--- src/rtl/mem_rr_arbiter.sv ---
// Round-robin arbiter sharing one single-port memory between NUM_REQ clients.
// Ports: clk/rst, per-client req_* in, req_ready/rsp_* out, mem_* to memory.
module mem_rr_arbiter #(
    parameter int NUM_REQ = 4,
    parameter int ADDR_W  = 4,
    parameter int DATA_W  = 32
) (
    input  logic                      clk,
    input  logic                      rst,
    input  logic [NUM_REQ-1:0]        req_valid,
    input  logic [NUM_REQ-1:0]        req_we,
    input  logic [NUM_REQ*ADDR_W-1:0] req_addr,
    input  logic [NUM_REQ*DATA_W-1:0] req_wdata,
    output logic [NUM_REQ-1:0]        req_ready,
    output logic [NUM_REQ-1:0]        rsp_valid,
    output logic                      rsp_we,
    output logic [DATA_W-1:0]         rsp_data,
    output logic                      rsp_err,
    output logic                      mem_W_en,
    output logic [ADDR_W-1:0]         mem_Address,
    output logic [DATA_W-1:0]         mem_Data_in,
    input  logic [DATA_W-1:0]         mem_Data_out,
    input  logic                      mem_Valid_out
);

    localparam int IDX_W = $clog2(NUM_REQ);
    localparam int CW    = IDX_W + 1;

    logic [IDX_W-1:0]   ptr_q, ptr_d;
    logic [NUM_REQ-1:0] gnt;
    logic               gnt_any;
    logic [IDX_W-1:0]   gnt_id;
    logic [CW-1:0]      pos;

    logic               cmd_v_q;
    logic [IDX_W-1:0]   cmd_id_q;
    logic               cmd_we_q;
    logic [ADDR_W-1:0]  cmd_addr_q;
    logic [DATA_W-1:0]  cmd_wdata_q;

    logic [NUM_REQ-1:0] rsp_vld_q, rsp_vld_d;
    logic               rsp_we_q;
    logic [DATA_W-1:0]  rsp_data_q;
    logic               rsp_err_q;

    // Scan from the pointer, wrapping, first valid requester wins.
    // Nothing is granted while reset is held.
    always_comb begin
        gnt_any = 1'b0;
        gnt_id  = '0;
        pos     = '0;
        gnt     = '0;
        for (int i = 0; i < NUM_REQ; i++) begin
            pos = {1'b0, ptr_q} + CW'(i);
            if (pos >= CW'(NUM_REQ)) begin
                pos = pos - CW'(NUM_REQ);
            end
            if (!gnt_any && req_valid[pos[IDX_W-1:0]] && rst) begin
                gnt_any = 1'b1;
                gnt_id  = pos[IDX_W-1:0];
            end
        end
        if (gnt_any) begin
            gnt[gnt_id] = 1'b1;
        end
    end

    always_comb begin
        ptr_d = ptr_q;
        if (gnt_any) begin
            if (gnt_id == IDX_W'(NUM_REQ - 1)) begin
                ptr_d = '0;
            end else begin
                ptr_d = gnt_id + 1'b1;
            end
        end
    end

    always_comb begin
        rsp_vld_d = '0;
        if (cmd_v_q) begin
            rsp_vld_d[cmd_id_q] = 1'b1;
        end
    end

    always_ff @(posedge clk or negedge rst) begin
        if (!rst) begin
            ptr_q       <= '0;
            cmd_v_q     <= 1'b0;
            cmd_id_q    <= '0;
            cmd_we_q    <= 1'b0;
            cmd_addr_q  <= '0;
            cmd_wdata_q <= '0;
            rsp_vld_q   <= '0;
            rsp_we_q    <= 1'b0;
            rsp_data_q  <= '0;
            rsp_err_q   <= 1'b0;
        end else begin
            ptr_q   <= ptr_d;
            cmd_v_q <= gnt_any;
            if (gnt_any) begin
                cmd_id_q    <= gnt_id;
                cmd_we_q    <= req_we[gnt_id];
                cmd_addr_q  <= req_addr[int'(gnt_id)*ADDR_W +: ADDR_W];
                cmd_wdata_q <= req_wdata[int'(gnt_id)*DATA_W +: DATA_W];
            end
            rsp_vld_q <= rsp_vld_d;
            if (cmd_v_q) begin
                rsp_we_q   <= cmd_we_q;
                rsp_data_q <= cmd_we_q ? '0 : mem_Data_out;
                rsp_err_q  <= ~cmd_we_q & ~mem_Valid_out;
            end else begin
                // data and we hold; error is a per-response flag
                rsp_err_q <= 1'b0;
            end
        end
    end

    assign req_ready   = gnt;
    assign mem_W_en    = cmd_v_q & cmd_we_q;
    assign mem_Address = cmd_addr_q;
    assign mem_Data_in = mem_W_en ? cmd_wdata_q : '0;
    assign rsp_valid   = rsp_vld_q;
    assign rsp_we      = rsp_we_q;
    assign rsp_data    = rsp_data_q;
    assign rsp_err     = rsp_err_q;

endmodule

--- config.mk ---
export PLATFORM = sky130hd
export DESIGN_NAME = mem_rr_arbiter
export DESIGN_NICKNAME = d
export VERILOG_FILES = /design/src/rtl/mem_rr_arbiter.sv
export SDC_FILE = /design/constraint.sdc
export NUM_CORES = 1
export LEC_CHECK = 0
export BUFFER_PORTS_ARGS = -buffer_cell sky130_fd_sc_hd__buf_2
export CORE_MARGIN = 1
export CORE_UTILIZATION = 36
export CTS_BUF_LIST = sky130_fd_sc_hd__clkbuf_16
export CTS_CLUSTER_DIAMETER = 200
export DETAILED_ROUTE_END_ITERATION = 7
export SYNTH_ARGS = -nofsm -noshare
export SYNTH_HDL_FRONTEND = slang
export SYNTH_SLANG_ARGS = --single-unit
--- constraint.sdc ---
create_clock -name clk -period 3.75 [get_ports clk]
set_clock_uncertainty 0.05 [all_clocks]
set_input_delay 0.75 -clock clk [delete_from_list [all_inputs] [get_ports clk]]
set_output_delay 0.75 -clock clk [all_outputs]
set_load 0.02 [all_outputs]
==> metrics.txt, run 1 <==
Cell variety after synth=40; outcome=finished, final reports clean; Rel. slew slack=0.3903; area of the die=between 0.015 and 0.02 mm²; kind of critical path=primary input to output pin; Req. time, crit path=~3000 ps; CORE AREA=approximately 0.016 mm²; Post-Synthesis Cells=approximately 690; final worst path period need=~3200 ps; Final Setup Violations=0; Worst Path Arrival=2430 ps; area of the multi-input gates=0.003334 mm²; Crit-path slowest cell=or4b_4; combinational family with the most area after synthesis=compound AO/OA/AOI/OAI gates; clk slew on worst S/H paths=approximately 60 ps; slowest stage delay, CP=560 ps; die height=~130 µm; setup total negative slack=0 ps; WL/cell=around 21 µm; H-Tree Level Count=3; RSZ-0062 raised after global routing=no; Worst Max-Slew Pin Slew=roughly 900 ps; maximum vdd ir drop=~260 µV; worst-path cell chain=buf_2, or4b_4, or2_2, and2_1, inv_2, ha_1, and2_1, buf_2; Fmax=309.3 MHz; Port Buffers=265; root buf cell=clkbuf_16; antenna violations before repair=3; Pwr Density=around 550 mW/mm²; maxcap violations=0; CTS Hold Bufs=0; Die Wd=roughly 130 µm; CTS tree=done; flop2flop setup slack=just over 1000 ps; Pre-Repair DR Iteration Count=5; wirelength, routed=around 23 mm; Mapped Nets=just under 900; Iteration-0 DRC Markers=between 500 and 600; commonest non-fill, non-tap cells in the layout=buf_2, dfrtp_1, o211ai_1; Nets=between 1,000 and 1,500; DRC Markers=0; first-pass GRT wire length=35.04 mm; mux cell area share after synthesis=0.005358; worst skew pair latency=approximately 330 ps; final worst path period share=0.8621; area delta synth->final=28.38%; I/O pin count=about 270; Max Root-Sink Buffers=2; worst reg2reg path depth=6; Final Max Tran Viols=0; Post-Syn Area=0.005838 mm²; total global-route track usage=0.2683; Initial Util=0.3675; hold_ws=between 400 and 500 ps; total grt overflow=0; average vias per placed instance=roughly 6.2; post-synthesis compound-gate area fraction=0.3549; Critical Path Start Type=primary input; routability cong.=0.7977; Synth Register Bits=80; CP endpoint kind=output pin; Synth Area in Simple Gates=0.1967; Avg Cell Area, Syn=between 8 and 9 µm²; Synthesis Warnings=0; WHS Path Cells=1; CTS sink count=80; # resized after CTS=0; Fillers=1,608; vias in the first global route=between 6,000 and 7,000; vias=between 6,000 and 7,000; DP HPWL=roughly 14 mm; Seq/Total Area, Yosys=0.3429; # Post-CTS Setup Buffers=0; # rows=between 40 and 50; hold path startpoint=cmd_id_q[1]; Synth Area in XOR/XNOR=0; reg2reg end=cmd_wdata_q[25]; Adder-Cell Fraction of Synth Area=0.002143; number of buffers created by CTS=9; worst r2r src=ptr_q[0]; hold path endpoint=rsp_valid[1]; worst-path maximum fanout=7; leakage=about 3.5 nW; share of layout cells above drive strength 1=0.3512; Post-DRT Antenna Nets=0; final hold vios=0; commonest non-fill, non-tap cell in the layout=buf_2; pin count of the biggest net entering global routing=75; Worst Hold Class=register to register; Register Area=between 0.002 and 0.0025 mm²
cell usage after synthesis (all sizes together):
library cell	count	area, µm²
dfrtp	80	2002
nor4	1	6.260
a21o	1	7.510
a32oi	37	324.1
nor2b	3	18.77
o21ai	34	170.2
and3	34	212.7
a22oi	74	555.5
nor3	3	15.01
nor3b	1	7.510
nand2	39	146.4
clkbuf	63	236.5
or4b	1	13.76
nand3	37	185.2
ha	1	12.51
o211a	2	20.02
inv	36	135.1
a21boi	1	7.510
nand4b	1	8.760
and2	4	25.02
a221o	37	370.4
or2	1	6.260
nand3b	1	7.510
nor2	4	17.52
nand4	74	462.9
buf	35	200.2
a21oi	3	15.01
o41ai	1	16.27
o211ai	76	570.6
mux2i	2	20.02
mux2	1	11.26
o22ai	1	6.260
o221ai	1	8.760
and3b	1	8.760
nand2b	1	6.260
critical path, delay by kind of cell:
| kind | cells | cell delay, ps |
|---|---|---|
| buffers and inverters | 3 | 400 |
| adders and majority gates | 1 | 130 |
| and+or+nand+nor | 4 | 1150 |
area by class of cell:
type | count | area share
Antenna cell | 2 | 0.0006678
Tap cell | 216 | 0.03606
Inverter | 36 | 0.01803
Timing Repair Buffer | 284 | 0.1963
Clock buffer | 9 | 0.03005
Multi-Input combinational cell | 478 | 0.4449
Sequential cell | 80 | 0.2673
Clock inverter | 7 | 0.006678
power breakdown:
| part | leakage, nW | internal, mW | switching, mW | total [mW] |
|---|---|---|---|---|
| logic | 2.37 | 0.726 | 1.20 | 1.93 |
| registers | 0.997 | 1.16 | 0.206 | 1.36 |
| clock network | 0.133 | 0.448 | 0.367 | 0.815 |
registers in the layout, summed over array words and instances (netlist names):
name and cells:
cmd_id_q 2, cmd_v_q 1, cmd_wdata_q 32, cmd_we_q 1, mem_Address 4, ptr_q 2, rsp_data 32, rsp_err 1
rsp_valid 4, rsp_we 1
cells by family (layout without fill, tap and decap cells):
| kind of cell | count (synthesis) | count (layout) |
|---|---|---|
| adder cells (fa/ha/maj) | 1 | 1 |
| other | 0 | 2 |
| AND/OR/NAND/NOR | 206 | 206 |
| multiplexers | 3 | 3 |
| AO/OA/AOI/OAI | 268 | 268 |
| flip-flops | 80 | 80 |
| buffers and inverters | 134 | 336 |
stage by stage:
stage / power [mW] / util / std cells / setup slack [ps] / area (µm²)
2_1_floorplan: 2.622 / - / 692 / 433.6 / 5838
3_3_place_gp: 3.289 / 0.4542 / 1094 / 524.2 / 7214
3_5_place_dp: 3.297 / 0.4542 / 1094 / 505.8 / 7214
4_1_cts: 4.129 / 0.4715 / 1110 / 503.2 / 7490
5_1_grt: 4.379 / 0.4715 / 1110 / 427.6 / 7490
6_report: 4.105 / 0.4718 / 1112 / 517.3 / 7495
routing by layer:
layer	share of wire	track usage
met2	0.45	0.4298
met4	0.016	0.07958
met5	0.00057	0
met3	0.11	0.07845
met1	0.42	0.3492
worst max path at each step:
stage | startpoint | slack [ps] | cells after the start | to
5_1_grt | req_valid[0] | 430 | 8 | req_ready[3]
2_1_floorplan | req_valid[1] | 430 | 8 | req_ready[0]
3_5_place_dp | req_valid[0] | 510 | 8 | req_ready[3]
3_3_place_gp | req_valid[0] | 520 | 8 | req_ready[3]
4_1_cts | req_valid[0] | 500 | 8 | req_ready[3]
6_report | req_valid[0] | 520 | 8 | req_ready[3]
Power figures use the tool's default switching activity.
==> inputs of run 2 (changes only) <==
--- a/config.mk
+++ b/config.mk
@@ -6,11 +6,12 @@
 export NUM_CORES = 1
 export LEC_CHECK = 0
 export BUFFER_PORTS_ARGS = -buffer_cell sky130_fd_sc_hd__buf_2
-export CORE_MARGIN = 1
+export CORE_MARGIN = 2
 export CORE_UTILIZATION = 36
 export CTS_BUF_LIST = sky130_fd_sc_hd__clkbuf_16
 export CTS_CLUSTER_DIAMETER = 200
 export DETAILED_ROUTE_END_ITERATION = 7
+export PLACE_DENSITY = 0.67
 export SYNTH_ARGS = -nofsm -noshare
 export SYNTH_HDL_FRONTEND = slang
 export SYNTH_SLANG_ARGS = --single-unit
==> constraint.sdc (replaced) <==
create_clock -name clk -period 2.8 [get_ports clk]
set_clock_uncertainty 0.05 [all_clocks]
set_input_delay 0.56 -clock clk [delete_from_list [all_inputs] [get_ports clk]]
set_output_delay 0.56 -clock clk [all_outputs]
set_load 0.02 [all_outputs]
==> run 2 against run 1 <==
Via count up 1.3%. Utilization is 2.0 points higher. Count of clock-buffer cells in the layout unchanged. Die area is 3.1% higher. Cell count up 0.99%. Critical endpoint is now req_ready[2].
==> metrics.txt, run 2 (synthesis results as in run 1) <==
outcome=finished, final reports clean; Worst Hold Class=primary input to asynchronous set/reset pin; Crit-path slowest cell=or4b_4; clk slew on worst S/H paths=70 ps (about the same); hold_ws=238.6 ps (-210.9 ps); Nets=1,090 (+1.2%); commonest non-fill, non-tap cells in the layout=buf_2, dfrtp_1, o211ai_1; Final Util=0.4915 (+0.01969); worst skew pair latency=340 ps (about the same); final hold vios=0 (unchanged); first-pass GRT wire length=36.51 mm (+4.2%); Fillers=1,561 (-2.9%); Pwr Density=746.4 mW/mm² (+36%); pin count of the biggest net entering global routing=75 (unchanged); area delta synth->final=33.73%; Max Root-Sink Buffers=2 (unchanged); Port Buffers=265 (unchanged); RSZ-0062 raised after global routing=no; area of the multi-input gates=0.003347 mm² (+0.38%); commonest non-fill, non-tap cell in the layout=buf_2; CP endpoint kind=output pin; slowest stage delay, CP=540 ps (-20 ps); area of the die=0.01725 mm² (+3.1%); Register Area=0.002006 mm² (+0.12%); Post-DRT Antenna Nets=0 (unchanged); Initial Util=0.3675 (unchanged); Iteration-0 DRC Markers=676 (+28%); CTS sink count=80 (unchanged); CTS tree=done; most frequent CP cell=buf_4; Worst Max-Slew Pin Slew=876.6 ps (-38.04 ps); Met2 Wirelength=10.46 mm (+1.6%); routed wire length on met3=2.260 mm (-9.1%); kind of critical path=register to output pin; # rows=46 (unchanged); wirelength, routed=22.89 mm (+0.23%); CORE AREA=0.01589 mm² (unchanged); worst-path cell chain=or4b_4, nor2_4, o22ai_4, buf_4, a21oi_1, buf_4; Rel. slew slack=0.4156 (+0.02536); Die Wd=131.3 µm (+1.5%); number of buffers created by CTS=9 (unchanged); DP HPWL=14.53 mm (+2.1%); DRC Markers=0 (unchanged); final worst path period need=between 2000 and 3000 ps; I/O pin count=266 (unchanged); Worst Path Arrival=2120 ps (-310 ps); Final Max Tran Viols=0 (unchanged); vias=6,989 (+1.3%); average vias per placed instance=6.224 (+0.27%); WL/cell=20.38 µm (-0.75%); flop2flop setup slack=210 ps (-800 ps); total global-route track usage=0.2594 (-0.008910); die height=131.3 µm (+1.5%); share of layout cells above drive strength 1=0.3638 (+0.01261); routability cong.=0.8311 (+4.2%); total grt overflow=0 (unchanged); final worst path period share=0.9749; Top Layer Used=met5; H-Tree Level Count=3 (unchanged); Pre-Repair DR Iteration Count=8 (+3); maximum vdd ir drop=369.5 µV (+40%); Fmax=about 370 MHz; antenna diode count=0 (-2); Final Setup Violations=0 (unchanged); worst reg2reg path depth=6 (unchanged); vias in the first global route=6,961 (+5.3%); setup total negative slack=0 ps (unchanged); post-route met1 wirelength=9.783 mm (+0.98%); Critical Path Start Type=register; root buf cell=clkbuf_16; maxcap violations=0 (unchanged); Req. time, crit path=2190 ps (-760 ps); worst-path maximum fanout=13 (+6); leakage=3.648 nW (+4.1%); antenna violations before repair=2 (-1)
## run 2: cell types whose count changed in the layout (fill, tap and decap cells not counted), sizes merged
cell         before  now
clkinv            4    3
clkinvlp          2    1
bufinv            0    2
buf             284  296
dlygate4sd3       0    1
diode             2    0
## run 2: what timing repair did
| item | CTS | global route |
|---|---|---|
| resized for setup | 3 | 4 |
| endpoints found under the setup margin | 3 | 3 |
| buffers inserted | 1 | 0 |
| hold buffers | 1 | 0 |
| endpoints found under the hold margin | 2 | 0 |
| cloned | 0 | 0 |
## run 2: final cells by class
cell class,instances,share of cell area
clock buffer,9,0.02885
clock inverter,7,0.01218
inverter,36,0.01731
multi-input combinational,478,0.4287
sequential,80,0.2569
tap,216,0.03462
timing repair buffer,297,0.2215
## run 2: metrics by stage
step           cell area (µm²)  setup WS, ps  power, mW  cells
2_1_floorplan             5858        0.2547      3.517    692
3_3_place_gp              7457         77.26      4.497   1105
3_5_place_dp              7457         67.72      4.522   1105
4_1_cts                   7800         7.683      5.835   1123
5_1_grt                   7807        0.6979      6.198   1123
6_report                  7807         70.26      5.828   1123
## run 2: final timing paths
path,start,endpoint
worst max-delay path,ptr_q[0],req_ready[2]
worst min-delay path,rst,cmd_wdata_q[2]
worst max register to register,ptr_q[1],cmd_wdata_q[25]
worst min register to register,cmd_id_q[1],rsp_valid[1]
max in group asynchronous,rst,cmd_v_q
min in group clk,mem_Valid_out,rsp_err
## run 2: metal layers
layer | vias to the layer above | GRT usage
met4 | 2 | 0.08998
met5 | - | 0
met2 | 458 | 0.4143
met3 | 36 | 0.06019
met1 | 3290 | 0.3456
li1 | 3203 | -
## run 2: power by group
part	switching (mW)	leakage, nW	total (mW)	internal, mW
sequential	0.237	0.995	1.79	1.55
combinational	1.68	2.50	2.77	1.08
clock	0.492	0.153	1.28	0.783
total	2.41	3.65	5.83	3.42
## run 2: critical path: cells and delay by family (launching register included)
family	cells	cell delay (ps)
buffers and inverters	2	380
flip-flops	1	410
AND/OR/NAND/NOR	2	720
AO/OA/AOI/OAI	2	260
==> inputs of run 3 (changes only) <==
--- a/config.mk
+++ b/config.mk
@@ -7,11 +7,12 @@
 export LEC_CHECK = 0
 export BUFFER_PORTS_ARGS = -buffer_cell sky130_fd_sc_hd__buf_2
 export CORE_MARGIN = 2
-export CORE_UTILIZATION = 36
+export CORE_UTILIZATION = 40
 export CTS_BUF_LIST = sky130_fd_sc_hd__clkbuf_16
 export CTS_CLUSTER_DIAMETER = 200
 export DETAILED_ROUTE_END_ITERATION = 7
-export PLACE_DENSITY = 0.67
+export PLACE_DENSITY = 0.73
+export SETUP_SLACK_MARGIN = 0.3
 export SYNTH_ARGS = -nofsm -noshare
 export SYNTH_HDL_FRONTEND = slang
 export SYNTH_SLANG_ARGS = --single-unit
==> run 3 against run 2 <==
Count of clock-buffer cells in the layout did not move. Register-to-register slack improved by 180 ps. Total power fell by 0.86%. Setup slack improved by 50 ps. Utilization rose by 4.9 points. Worst hold slack got worse by 120 ps. Global-route usage rose by 1.6 points. Fmax rose by 1.9%. Cell area fell by 0.54%. Sequential share of layout area rose by 0.12 points. Largest cell class unchanged. Die area fell by 9.7%.
==> metrics.txt, run 3 (synthesis results as in run 1) <==
first-pass GRT wire length=35.31 mm (-3.3%); clk slew on worst S/H paths=70 ps (about the same); Worst Max-Slew Pin Slew=871.8 ps (-4.740 ps); crit path buf inv count=2 (unchanged); worst-path maximum fanout=3 (-10); area of the multi-input gates=0.003393 mm² (+1.4%); antenna violations before repair=2 (unchanged); Nets=1,093 (+0.28%); CTS Hold Bufs=0 (-1); Max Root-Sink Buffers=2 (unchanged); final worst path period need=2679 ps (-50.48 ps); H-Tree Level Count=3 (unchanged); # rows=44 (-4.3%); DP Area=0.007365 mm² (-1.2%); outcome=finished, final reports clean; Req. time, crit path=2190 ps (about the same); Rel. slew slack=0.4188 (+0.003160); worst-path cell chain=or4b_4, or2_4, and2_4, inv_4, ha_4, and2_4, buf_6; CORE AREA=0.01437 mm² (-9.5%); DP HPWL=14.08 mm (-3.1%); maxcap violations=0 (unchanged); commonest non-fill, non-tap cell in the layout=buf_2; Final Max Tran Viols=0 (unchanged); CTS tree=done; share of layout cells above drive strength 1=0.3736 (+0.009790); leakage=3.632 nW (-0.44%); Fillers=1,361 (-13%); Worst Path Arrival=2070 ps (-50 ps); Worst Hold Class=primary input to asynchronous set/reset pin; area delta synth->final=33.00%; DRC Markers=0 (unchanged); kind of critical path=register to output pin; RSZ-0062 raised after global routing=yes; Post-DRT Antenna Nets=0 (unchanged); vias in the first global route=6,736 (-3.2%); design area=0.007765 mm² (-0.54%); I/O pin count=266 (unchanged); pin count of the biggest net entering global routing=75 (unchanged); P_sw=2.432 mW (+0.84%); Iteration-0 DRC Markers=566 (-16%); Fmax=373.2 MHz (+1.9%); total grt overflow=0 (unchanged); final hold vios=0 (unchanged); WL/cell=20.54 µm (+0.78%); commonest non-fill, non-tap cells in the layout=buf_2, dfrtp_1, o211ai_1; routability cong.=0.8255 (-0.67%); slowest stage delay, CP=520 ps (-20 ps); worst skew pair latency=340 ps (about the same); final worst path period share=0.9569 (-0.01803); average vias per placed instance=6.423 (+3.2%); wirelength, routed=22.49 mm (-1.7%); CP endpoint kind=output pin; CP top delay family=simple AND/OR/NAND/NOR gates; Final Power=5.778 mW (-0.86%); setup total negative slack=0 ps (unchanged); clock network power share=0.206 (-0.013); Critical Path Start Type=register; vias=7,033 (+0.63%); Die Wd=124.8 µm (-5.0%); area of the die=0.01558 mm² (-9.7%); Pwr Density=744.1 mW/mm² (-0.31%); Initial Util=0.4063 (+0.03879); die height=124.8 µm (-5.0%); Pre-Repair DR Iteration Count=6 (-2); root buf cell=clkbuf_16; Final Util=0.5404 (+0.04891); number of buffers created by CTS=9 (unchanged); sequential group share of total power=0.315 (+0.008); maximum vdd ir drop=293.6 µV (-21%); Register Area=0.002004 mm² (about the same); Port Buffers=265 (unchanged); Final Setup Violations=0 (unchanged); Crit-path slowest cell=or4b_4; total global-route track usage=0.2756 (+0.01621); CTS sink count=80 (unchanged); Gate power share=0.479 (+0.005); most frequent CP cell=and2_4; Sw Share=0.4210 (+0.007067); total internal power=3.346 mW (-2.1%)
-- run 3: cell types whose count changed in the layout (fill, tap and decap cells not counted), sizes merged --
cell / before / now
buf: 296 / 300
dlygate4sd3: 1 / 0
diode: 0 / 1
bufinv: 2 / 1
clkinvlp: 1 / 2
inv: 37 / 38
clkinv: 3 / 2
-- run 3: power by group through the flow --
stage	Clock (mW)	Sequential, mW	Combinational [mW]
final	1.19	1.82	2.77
after global routing	1.27	1.87	2.99
after CTS	1.23	1.82	2.74
after detailed placement	0	1.83	2.67
after global placement	0	1.83	2.63
after floorplan	0	1.93	1.60
-- run 3: per-layer routing --
| layer | up-vias | share of wire | routed length (µm) | global-route usage |
|---|---|---|---|---|
| met5 | - | 0.00058 | 13 | 0 |
| met4 | 2 | 0.024 | 550 | 0.1078 |
| met3 | 45 | 0.11 | 2458 | 0.07216 |
| met2 | 465 | 0.45 | 10070 | 0.4282 |
| met1 | 3310 | 0.42 | 9400 | 0.3680 |
| li1 | 3211 | - | - | - |
-- run 3: what timing repair did --
action | 4_1_cts | 5_1_grt
endpoints found under the setup margin | 41 | 4
buffers inserted | 6 | 1
pin swaps | 2 | 2
resized for setup | 14 | 1
-- run 3: worst paths after layout --
path	slack (ps)	end	start	depth (start not counted)
max	120	req_ready[3]	ptr_q[0]	7
min	120	cmd_wdata_q[6]	rst	2
max reg2reg	390	cmd_wdata_q[15]	ptr_q[0]	7
min reg2reg	460	mem_Address[0]	mem_Address[0]	1
max in group asynchronous	1900	rsp_data[0]	rst	3
min in group clk	320	rsp_err	mem_Valid_out	2
-- run 3: metrics by stage --
step / instances / setup slack (ps) / hold slack (ps)
global placement: 1071 / 98.84 / 437.5
finish: 1095 / 120.7 / 116.2
global route: 1095 / 54.00 / 113.0
detailed placement: 1071 / 90.94 / 445.3
floorplan: 692 / 98.10 / 214.4
CTS: 1093 / 91.65 / 93.33
-- run 3: area by class of cell --
class,instances,area share
Multi-Input combinational cell,478,0.4370
Sequential cell,80,0.2581
Timing Repair Buffer,300,0.2190
Tap cell,184,0.02965
Clock buffer,9,0.02900
Inverter,36,0.01772
Clock inverter,7,0.009185
Antenna cell,1,0.0003223
-- run 3: worst reg2reg max path, delay by kind of cell (launching register included) --
kind	cells	cell delay, ps
compound gates	1	320
flops	1	410
buf+inv	2	430
simple gates	4	1080
